`config.mk`:
```
export PLATFORM = sky130hd
export DESIGN_NAME = sap_1_controller_sequencer_flat
export DESIGN_NICKNAME = d
export VERILOG_FILES = /design/src/rtl/sap_1_controller_sequencer_if.sv /design/src/rtl/sap_1_controller_sequencer.sv /design/src/flat_wrapper.sv
export SDC_FILE = /design/constraint.sdc
export NUM_CORES = 1
export LEC_CHECK = 0
export CAP_MARGIN = 10
export CELL_PAD_IN_SITES_DETAIL_PLACEMENT = 1
export CELL_PAD_IN_SITES_GLOBAL_PLACEMENT = 2
export CORE_MARGIN = 4
export CORE_UTILIZATION = 19
export CTS_CLUSTER_DIAMETER = 50
export DETAILED_ROUTE_END_ITERATION = 10
export GPL_TIMING_DRIVEN = 0
export PLACE_DENSITY = 0.76
export REMOVE_ABC_BUFFERS = 1
export SKIP_CTS_REPAIR_TIMING = 1
export SYNTH_ARGS = -nofsm -noshare
export SYNTH_HDL_FRONTEND = slang
export SYNTH_SLANG_ARGS = --single-unit
```
`constraint.sdc`:
```
create_clock -name CLK -period 1.79 [get_ports CLK]
set_input_delay 0.358 -clock CLK [delete_from_list [all_inputs] [get_ports CLK]]
set_output_delay 0.358 -clock CLK [all_outputs]
set_load 0.01 [all_outputs]
```
`src/rtl/sap_1_controller_sequencer_if.sv`:
```
// SAP-1 controller/datapath control bundle: opcode in, ring state and
// control lines out. ILL exists only when SAP_1_ILLEGAL_TRAP_EN is defined.
interface sap_1_controller_sequencer_if #(
   parameter int OPCODE_WIDTH = 4
);
   logic [OPCODE_WIDTH-1:0] IR_OP;
   logic [5:0]              T;
   logic Cp, Ep, Lm, CE, Li, Ei, La, Ea, Su, Eu, Lb, Lo;
   logic HLT;
`ifdef SAP_1_ILLEGAL_TRAP_EN
   logic ILL;
`endif

   // controller side
   modport master (
      input  IR_OP,
      output T, Cp, Ep, Lm, CE, Li, Ei, La, Ea, Su, Eu, Lb, Lo, HLT
`ifdef SAP_1_ILLEGAL_TRAP_EN
      , output ILL
`endif
   );

   // datapath side
   modport slave (
      output IR_OP,
      input  T, Cp, Ep, Lm, CE, Li, Ei, La, Ea, Su, Eu, Lb, Lo, HLT
`ifdef SAP_1_ILLEGAL_TRAP_EN
      , input  ILL
`endif
   );
endinterface

```
`src/rtl/sap_1_controller_sequencer.sv`:
```
// SAP-1 controller-sequencer: six-state one-hot ring (T1..T6) plus opcode
// decode driving every datapath control line. Sticky halt, optional early
// return to T1 (SKIP_IDLE), optional illegal-opcode trap selected by the
// SAP_1_ILLEGAL_TRAP_EN macro (undefined: undefined opcodes run as NOP).
//
// state | meaning
// T1    | fetch: PC onto bus, load MAR
// T2    | fetch: increment PC
// T3    | fetch: RAM onto bus, load IR
// T4    | execute 1 (also the parking state once halted)
// T5    | execute 2
// T6    | execute 3
module sap_1_controller_sequencer #(
   parameter int OPCODE_WIDTH = 4,
   parameter int OP_LDA       = 0,
   parameter int OP_ADD       = 1,
   parameter int OP_SUB       = 2,
   parameter int OP_OUT       = 14,
   parameter int OP_HLT       = 15,
   parameter bit SKIP_IDLE    = 1'b0
) (
   input logic                          CLK,
   input logic                          CLR,
   sap_1_controller_sequencer_if.master ctl_if
);

   if (OPCODE_WIDTH < 3) begin : g_width_check
      $error("sap_1_controller_sequencer: OPCODE_WIDTH must be at least 3");
   end

   typedef enum logic [5:0] {
      ST_T1 = 6'b000001,
      ST_T2 = 6'b000010,
      ST_T3 = 6'b000100,
      ST_T4 = 6'b001000,
      ST_T5 = 6'b010000,
      ST_T6 = 6'b100000
   } state_e;

   localparam logic [OPCODE_WIDTH-1:0] LP_LDA = OP_LDA[OPCODE_WIDTH-1:0];
   localparam logic [OPCODE_WIDTH-1:0] LP_ADD = OP_ADD[OPCODE_WIDTH-1:0];
   localparam logic [OPCODE_WIDTH-1:0] LP_SUB = OP_SUB[OPCODE_WIDTH-1:0];
   localparam logic [OPCODE_WIDTH-1:0] LP_OUT = OP_OUT[OPCODE_WIDTH-1:0];
   localparam logic [OPCODE_WIDTH-1:0] LP_HLT = OP_HLT[OPCODE_WIDTH-1:0];

   state_e r_state;
   state_e w_state_nxt;
   logic   r_halted;
   logic   w_halted_nxt;
`ifdef SAP_1_ILLEGAL_TRAP_EN
   logic   r_ill;
   logic   w_ill_nxt;
`endif

   logic w_op_lda, w_op_add, w_op_sub, w_op_out, w_op_hlt, w_op_alu;
   logic w_cp, w_ep, w_lm, w_ce, w_li, w_ei, w_la, w_ea, w_su, w_eu, w_lb, w_lo;
   logic w_run;

   assign w_op_lda = (ctl_if.IR_OP == LP_LDA);
   assign w_op_add = (ctl_if.IR_OP == LP_ADD);
   assign w_op_sub = (ctl_if.IR_OP == LP_SUB);
   assign w_op_out = (ctl_if.IR_OP == LP_OUT);
   assign w_op_hlt = (ctl_if.IR_OP == LP_HLT);
   assign w_op_alu = w_op_add | w_op_sub;

   // State register: ring position, sticky halt and trap flag; CLR wins.
   always_ff @(posedge CLK) begin
      if (CLR) begin
         r_state  <= ST_T1;
         r_halted <= 1'b0;
`ifdef SAP_1_ILLEGAL_TRAP_EN
         r_ill    <= 1'b0;
`endif
      end else begin
         r_state  <= w_state_nxt;
         r_halted <= w_halted_nxt;
`ifdef SAP_1_ILLEGAL_TRAP_EN
         r_ill    <= w_ill_nxt;
`endif
      end
   end

   // Next ring position and raw control lines from ring state and opcode.
   always_comb begin
      w_state_nxt  = r_state;
      w_halted_nxt = r_halted;
`ifdef SAP_1_ILLEGAL_TRAP_EN
      w_ill_nxt    = r_ill;
`endif
      w_cp = 1'b0; w_ep = 1'b0; w_lm = 1'b0; w_ce = 1'b0;
      w_li = 1'b0; w_ei = 1'b0; w_la = 1'b0; w_ea = 1'b0;
      w_su = 1'b0; w_eu = 1'b0; w_lb = 1'b0; w_lo = 1'b0;
      if (!r_halted) begin
         case (r_state)
            ST_T1: begin
               w_ep = 1'b1;
               w_lm = 1'b1;
               w_state_nxt = ST_T2;
            end
            ST_T2: begin
               w_cp = 1'b1;
               w_state_nxt = ST_T3;
            end
            ST_T3: begin
               w_ce = 1'b1;
               w_li = 1'b1;
               w_state_nxt = ST_T4;
            end
            ST_T4: begin
               if (w_op_lda || w_op_alu) begin
                  w_ei = 1'b1;
                  w_lm = 1'b1;
                  w_state_nxt = ST_T5;
               end else if (w_op_out) begin
                  w_ea = 1'b1;
                  w_lo = 1'b1;
                  w_state_nxt = SKIP_IDLE ? ST_T1 : ST_T5;
               end else if (w_op_hlt) begin
                  // park in T4; the halted flag blanks all lines from here on
                  w_halted_nxt = 1'b1;
               end else begin
`ifdef SAP_1_ILLEGAL_TRAP_EN
                  w_halted_nxt = 1'b1;
                  w_ill_nxt    = 1'b1;
`else
                  w_state_nxt = SKIP_IDLE ? ST_T1 : ST_T5;
`endif
               end
            end
            ST_T5: begin
               if (w_op_lda) begin
                  w_ce = 1'b1;
                  w_la = 1'b1;
                  w_state_nxt = SKIP_IDLE ? ST_T1 : ST_T6;
               end else if (w_op_alu) begin
                  w_ce = 1'b1;
                  w_lb = 1'b1;
                  w_state_nxt = ST_T6;
               end else begin
                  w_state_nxt = ST_T6;
               end
            end
            ST_T6: begin
               if (w_op_alu) begin
                  w_eu = 1'b1;
                  w_la = 1'b1;
                  w_su = w_op_sub;
               end
               w_state_nxt = ST_T1;
            end
            default: w_state_nxt = ST_T1;
         endcase
      end
   end

   assign w_run = ~CLR & ~r_halted;

   assign ctl_if.T   = r_state;
   assign ctl_if.HLT = r_halted;
`ifdef SAP_1_ILLEGAL_TRAP_EN
   assign ctl_if.ILL = r_ill;
`endif
   assign ctl_if.Cp = w_cp & w_run;
   assign ctl_if.Ep = w_ep & w_run;
   assign ctl_if.Lm = w_lm & w_run;
   assign ctl_if.CE = w_ce & w_run;
   assign ctl_if.Li = w_li & w_run;
   assign ctl_if.Ei = w_ei & w_run;
   assign ctl_if.La = w_la & w_run;
   assign ctl_if.Ea = w_ea & w_run;
   assign ctl_if.Su = w_su & w_run;
   assign ctl_if.Eu = w_eu & w_run;
   assign ctl_if.Lb = w_lb & w_run;
   assign ctl_if.Lo = w_lo & w_run;

endmodule
```
`src/flat_wrapper.sv`:
```
// flat-port wrapper written by rule: the top's interface ports become plain ports
module sap_1_controller_sequencer_flat 
#(
   parameter int OPCODE_WIDTH = 4,
   parameter int OP_LDA       = 0,
   parameter int OP_ADD       = 1,
   parameter int OP_SUB       = 2,
   parameter int OP_OUT       = 14,
   parameter int OP_HLT       = 15,
   parameter bit SKIP_IDLE    = 1'b0
)
  (CLK, CLR, ctl_if_IR_OP, ctl_if_T, ctl_if_Cp, ctl_if_Ep, ctl_if_Lm, ctl_if_CE, ctl_if_Li, ctl_if_Ei, ctl_if_La, ctl_if_Ea, ctl_if_Su, ctl_if_Eu, ctl_if_Lb, ctl_if_Lo, ctl_if_HLT);
  sap_1_controller_sequencer_if #(.OPCODE_WIDTH(OPCODE_WIDTH)) ctl_if_i ();
  input logic CLK;
  input logic CLR;
  input wire logic [$bits(ctl_if_i.IR_OP)-1:0] ctl_if_IR_OP;
  output wire logic [$bits(ctl_if_i.T)-1:0] ctl_if_T;
  output wire logic [$bits(ctl_if_i.Cp)-1:0] ctl_if_Cp;
  output wire logic [$bits(ctl_if_i.Ep)-1:0] ctl_if_Ep;
  output wire logic [$bits(ctl_if_i.Lm)-1:0] ctl_if_Lm;
  output wire logic [$bits(ctl_if_i.CE)-1:0] ctl_if_CE;
  output wire logic [$bits(ctl_if_i.Li)-1:0] ctl_if_Li;
  output wire logic [$bits(ctl_if_i.Ei)-1:0] ctl_if_Ei;
  output wire logic [$bits(ctl_if_i.La)-1:0] ctl_if_La;
  output wire logic [$bits(ctl_if_i.Ea)-1:0] ctl_if_Ea;
  output wire logic [$bits(ctl_if_i.Su)-1:0] ctl_if_Su;
  output wire logic [$bits(ctl_if_i.Eu)-1:0] ctl_if_Eu;
  output wire logic [$bits(ctl_if_i.Lb)-1:0] ctl_if_Lb;
  output wire logic [$bits(ctl_if_i.Lo)-1:0] ctl_if_Lo;
  output wire logic [$bits(ctl_if_i.HLT)-1:0] ctl_if_HLT;
  assign ctl_if_i.IR_OP = ctl_if_IR_OP;
  assign ctl_if_T = ctl_if_i.T;
  assign ctl_if_Cp = ctl_if_i.Cp;
  assign ctl_if_Ep = ctl_if_i.Ep;
  assign ctl_if_Lm = ctl_if_i.Lm;
  assign ctl_if_CE = ctl_if_i.CE;
  assign ctl_if_Li = ctl_if_i.Li;
  assign ctl_if_Ei = ctl_if_i.Ei;
  assign ctl_if_La = ctl_if_i.La;
  assign ctl_if_Ea = ctl_if_i.Ea;
  assign ctl_if_Su = ctl_if_i.Su;
  assign ctl_if_Eu = ctl_if_i.Eu;
  assign ctl_if_Lb = ctl_if_i.Lb;
  assign ctl_if_Lo = ctl_if_i.Lo;
  assign ctl_if_HLT = ctl_if_i.HLT;
  sap_1_controller_sequencer #(.OPCODE_WIDTH(OPCODE_WIDTH), .OP_LDA(OP_LDA), .OP_ADD(OP_ADD), .OP_SUB(OP_SUB), .OP_OUT(OP_OUT), .OP_HLT(OP_HLT), .SKIP_IDLE(SKIP_IDLE)) u_core (.CLK(CLK), .CLR(CLR), .ctl_if(ctl_if_i));
endmodule
```
# Yosys cells after proc, flatten, opt, wreduce, memory -nomap -nowiden
# Cells that the tools add are included.
totals:
  ff_bits: 7
  input_bits: 6
  out_inout_bits: 19
  wordCells: 70
op_classes:
  n_eq_ne: 11
  mux: 39
  bitwise_logic: 15
  n_reduce_logical: 3
ops:
  columns: ["cell", "n"]
  rows:
  - ["2-to-1 mux 1 bit", 32]
  - ["one-hot mux 6 bit (5 select lines)", 1]
  - ["2-to-1 mux 6 bit", 3]
  - ["AND 1 bit", 12]
  - ["equality test 4 bit (second input constant)", 2]
  - ["equality test 6 x 1 -> 1 bit (second input constant)", 1]
  - ["equality test 6 x 2 -> 1 bit (second input constant)", 1]
  - ["equality test 6 x 3 -> 1 bit (second input constant)", 1]
  - ["equality test 6 x 4 -> 1 bit (second input constant)", 1]
  - ["equality test 6 x 5 -> 1 bit (second input constant)", 1]
  - ["equality test 6 bit (second input constant)", 1]
  - ["one-hot mux 1 bit (2 select lines)", 3]
  - ["equality test 4 x 1 -> 1 bit (second input constant)", 1]
  - ["equality test 4 x 2 -> 1 bit (second input constant)", 1]
  - ["zero test 4 bit", 1]
  - ["inequality test 4 x 3 -> 1 bit (second input constant)", 1]
  - ["NOT 1 bit", 2]
  - ["AND reduction 2 bit", 1]
  - ["logical OR 1 bit", 1]
  - ["bitwise OR 1 bit", 1]

# Longest topological paths before layout
logic_depth:
  ltp_word: 7
  depth_mapped: 5
  mapped_depth_nobuf: 4

# Worst setup path after synthesis
# OpenSTA, ideal clock, no wires.
synth_path:
  path_kind: "register to output"
  start: "reg u_core.r_halted (netlist: u_core.ctl_if.HLT)"
  end: "out ctl_if_Lo"
  arrival_time_ps: 1629
  t_required_ps: 1432
  setup_slack_ps: -197
  path_stages_with_launch: 6
  path_buffers: 2
  cell_sequence: "dfxtp_1 or2_2 clkbuf_2 or3b_2 nor2_1 buf_4"
synth_between:
  elab_chain_len: 3
  elab_cells_between_ends: 4
  classes_between: "mux (1); bitwise (3)"
synth_lines:
  columns: ["item", "line", "rtl"]
  rows:
  - ["from (decl)", "sap_1_controller_sequencer.sv:48", "logic r_halted;"]
  - ["from (signal assigned)", "sap_1_controller_sequencer.sv:76", "r_halted <= w_halted_nxt;"]
  - ["NOT 1 bit", "sap_1_controller_sequencer.sv:156", "assign w_run = ~CLR & ~r_halted;"]
  - ["AND 1 bit", "sap_1_controller_sequencer.sv:156", null]
  - ["AND 1 bit (*)", null, null]
  - ["to (decl)", "flat_wrapper.sv:29", "output wire logic [$bits(ctl_if_i.Lo)-1:0] ctl_if_Lo;"]
# Mark *: on every way between the ends. The rest lies on a longest branch, timed or not.

# Worst setup path after layout
layout_path:
  start: "reg u_core.r_halted (netlist: u_core.ctl_if.HLT)"
  end: "out ctl_if_Su"
layout_between:
  elab_chain_len: 3
  elab_cells_between_ends: 4
  classes_between: "mux (1); bitwise (3)"
layout_lines:
  columns: ["item", "line", "rtl"]
  rows:
  - ["NOT 1 bit", "sap_1_controller_sequencer.sv:156", null]
  - ["AND 1 bit", "sap_1_controller_sequencer.sv:156", null]
  - ["AND 1 bit (*)", "sap_1_controller_sequencer.sv:171", "assign ctl_if.Su = w_su & w_run;"]
  - ["to (decl)", "flat_wrapper.sv:26", "output wire logic [$bits(ctl_if_i.Su)-1:0] ctl_if_Su;"]
# Marked as above.

==> metrics.csv <==
metric;value;unit
status;complete, but fails checks;
failed_checks;negative setup slack;
crit_fanout;4;
max_freq;491;MHz
vias;663;
clk_pin_slew;0.05;ns
grt_pass1_vias;646;
cts_made_buffers;3;
port_buffers;24;
worstPathArrival;1.68;ns
ant_nets;0;
syn_area;572;um^2
synthCells;75;
nets;114;
ys_types;30;
final_max_slew_viol_count;0;
rsz0062_at_grt;yes;
setup_viol;9;
crit_path_top_delay_cell;or3b_4;
cts_root_buf;clkbuf_4;
crit_buf_inv;1;
ys.warnings.count;0;
drc;0;
postSynthAreaPerCell;7.62;um^2
tightest_slew;0.338;ns
overflow;0;
totalWireLength;1.97;mm
numClockSinks;7;
die_h;62.9;um
synth-seq-cells;7;
hp-class;primary input to flip-flop;
rows;19;
endpoint_kind;output pin;
cp_cell_sequence;or2_4 -> or3b_4 -> nor4_4 -> buf_2;
area_growth;72.9;%
fp.dieW;62.9;um
grt_pass1_wl;2.98;mm
fill_cells;349;
track_usage;9.22;%
max_slew_margin;77.4;%
diodes;0;
finalCriticalPeriod;2.04;ns
final_hold_viol_count;0;
start_kind;flip-flop;
insertion_delay;0.25;ns
dpl.hpwl;1.38;mm
coreArea;2810;um^2
critical_path.top_delay_family;simple AND/OR/NAND/NOR gates;
final_cell_mix;nor2_1 (14), buf_4 (9), dlymetal6s2s_1 (7), clkdlybuf4s50_1 (7), buf_2 (6);
static-leakage-power;0.454;nW
period_share;114;%
antenna_found_initial;0;
grt_max_degree;10;
ir_worst_vdd;0.000369;V
place_congestion;0.754;
critPathMaxStageDelay;0.43;ns
skew;0.000833;ns
drtIter0Drc;13;
initial_core_util;20.4;%
worst_ep_required_time;1.43;ns
clock_path_buffers;2;
pin_count;25;
dieArea;3950;um^2
htreeDepth;1;
p_total;540;uW
tritoncts;built;
final_common_cell;nor2_1;
wl_per_cell;14.3;um
power_density;546;nW/um^2
layout-drive-gt1-share;45.8;%
crit_type;flip-flop to output pin;
post-place-ws;-1.21;ns
setup_slack;-0.248;ns
yosysSeqAreaShare;24.5;%
first_pass_iters;4;
detail_route.vias_per_cell;4.80;
max_cap_viol_count;0;
==> logic make-up (layout without fill, tap and decap cells) <==
logic type      count (synthesis)  after routing  synth area share [%]
flops                           7              7                  24.5
compound gates                 12             12                  18.2
mux                             3              3                  5.91
xor+xnor                        2              2                  3.06
simple gates                   42             42                  38.7
buf+inv                         9             41                  9.63
==> where the power goes <==
part           switching, mW  internal (mW)  total, mW
Combinational         0.0913          0.107      0.199
Sequential            0.0286          0.166      0.194
Clock                 0.0614         0.0853      0.147
Total                  0.181          0.358      0.540
==> stage by stage <==
stage          hold slack (ns)  std cells  util [%]  TNS, ns  instance area (um^2)
2_1_floorplan            0.427         69         -   -0.201                   528
5_1_grt                  0.397        138      35.2    -1.36                   988
3_5_place_dp             0.523        124      28.8   -12.15                   807
4_1_cts                  0.531        128      29.7   -11.51                   833
3_3_place_gp             0.516        124      28.8   -11.65                   807
6_report                 0.364        138      35.2   -0.806                   988
==> synthesized netlist by cell type <==
cell,count,area [um^2]
nand3b_1,1,7.51
nand4_1,3,18.8
buf_4,1,7.51
nor2_1,16,60.1
a41oi_4,1,27.5
nor4_1,1,6.26
nor3b_1,1,7.51
nor4_4,1,21.3
nand2b_1,1,6.26
inv_1,3,11.3
clkbuf_1,1,3.75
nor3_1,3,15.0
nand2_1,7,26.3
o21a_1,2,15.0
clkbuf_2,1,5.00
o21ai_0,1,5.00
o211a_1,2,20.0
xor2_1,2,17.5
nand3_1,3,15.0
and4b_1,1,10.0
o22ai_1,3,18.8
or3b_2,1,8.76
a21oi_1,2,10.0
nor2b_1,2,12.5
buf_2,1,5.00
dfxtp_1,7,140
buf_6,2,22.5
or2_2,1,6.26
mux2_2,3,33.8
o21bai_1,1,7.51
==> routing by layer <==
layer,global-route usage (%),wire length (um),vias to the layer above
li1,-,-,330
met5,0,0,-
met3,1.98,80,3
met4,4.13,29,0
met1,12.3,908,312
met2,14.1,955,18
==> sequential cells by signal, summed over array words and instances, names as in the netlist <==
name,cells
u_core.ctl_if.HLT,1
u_core.ctl_if.T,6
==> cell type report <==
cell class	instances	area, um^2	share of cell area, %
Clock buffer	4	26.3	2.66
Inverter	3	11.3	1.14
Multi-Input combinational cell	59	463	46.8
Sequential cell	7	156	15.8
Tap cell	31	38.8	3.92
Timing Repair Buffer	34	293	29.6
==> worst paths after layout <==
kind | from | to | slack [ns] | depth (start not counted)
worst max register to register | u_core.ctl_if.T[0] | u_core.ctl_if.T[5] | 0.09 | 6
worst min register to register | u_core.ctl_if.HLT | u_core.ctl_if.T[4] | 0.51 | 2
worst max-delay path | u_core.ctl_if.HLT | ctl_if_Su | -0.25 | 4
worst min-delay path | CLR | u_core.ctl_if.T[3] | 0.36 | 2
(Power assumes the default switching activity.)
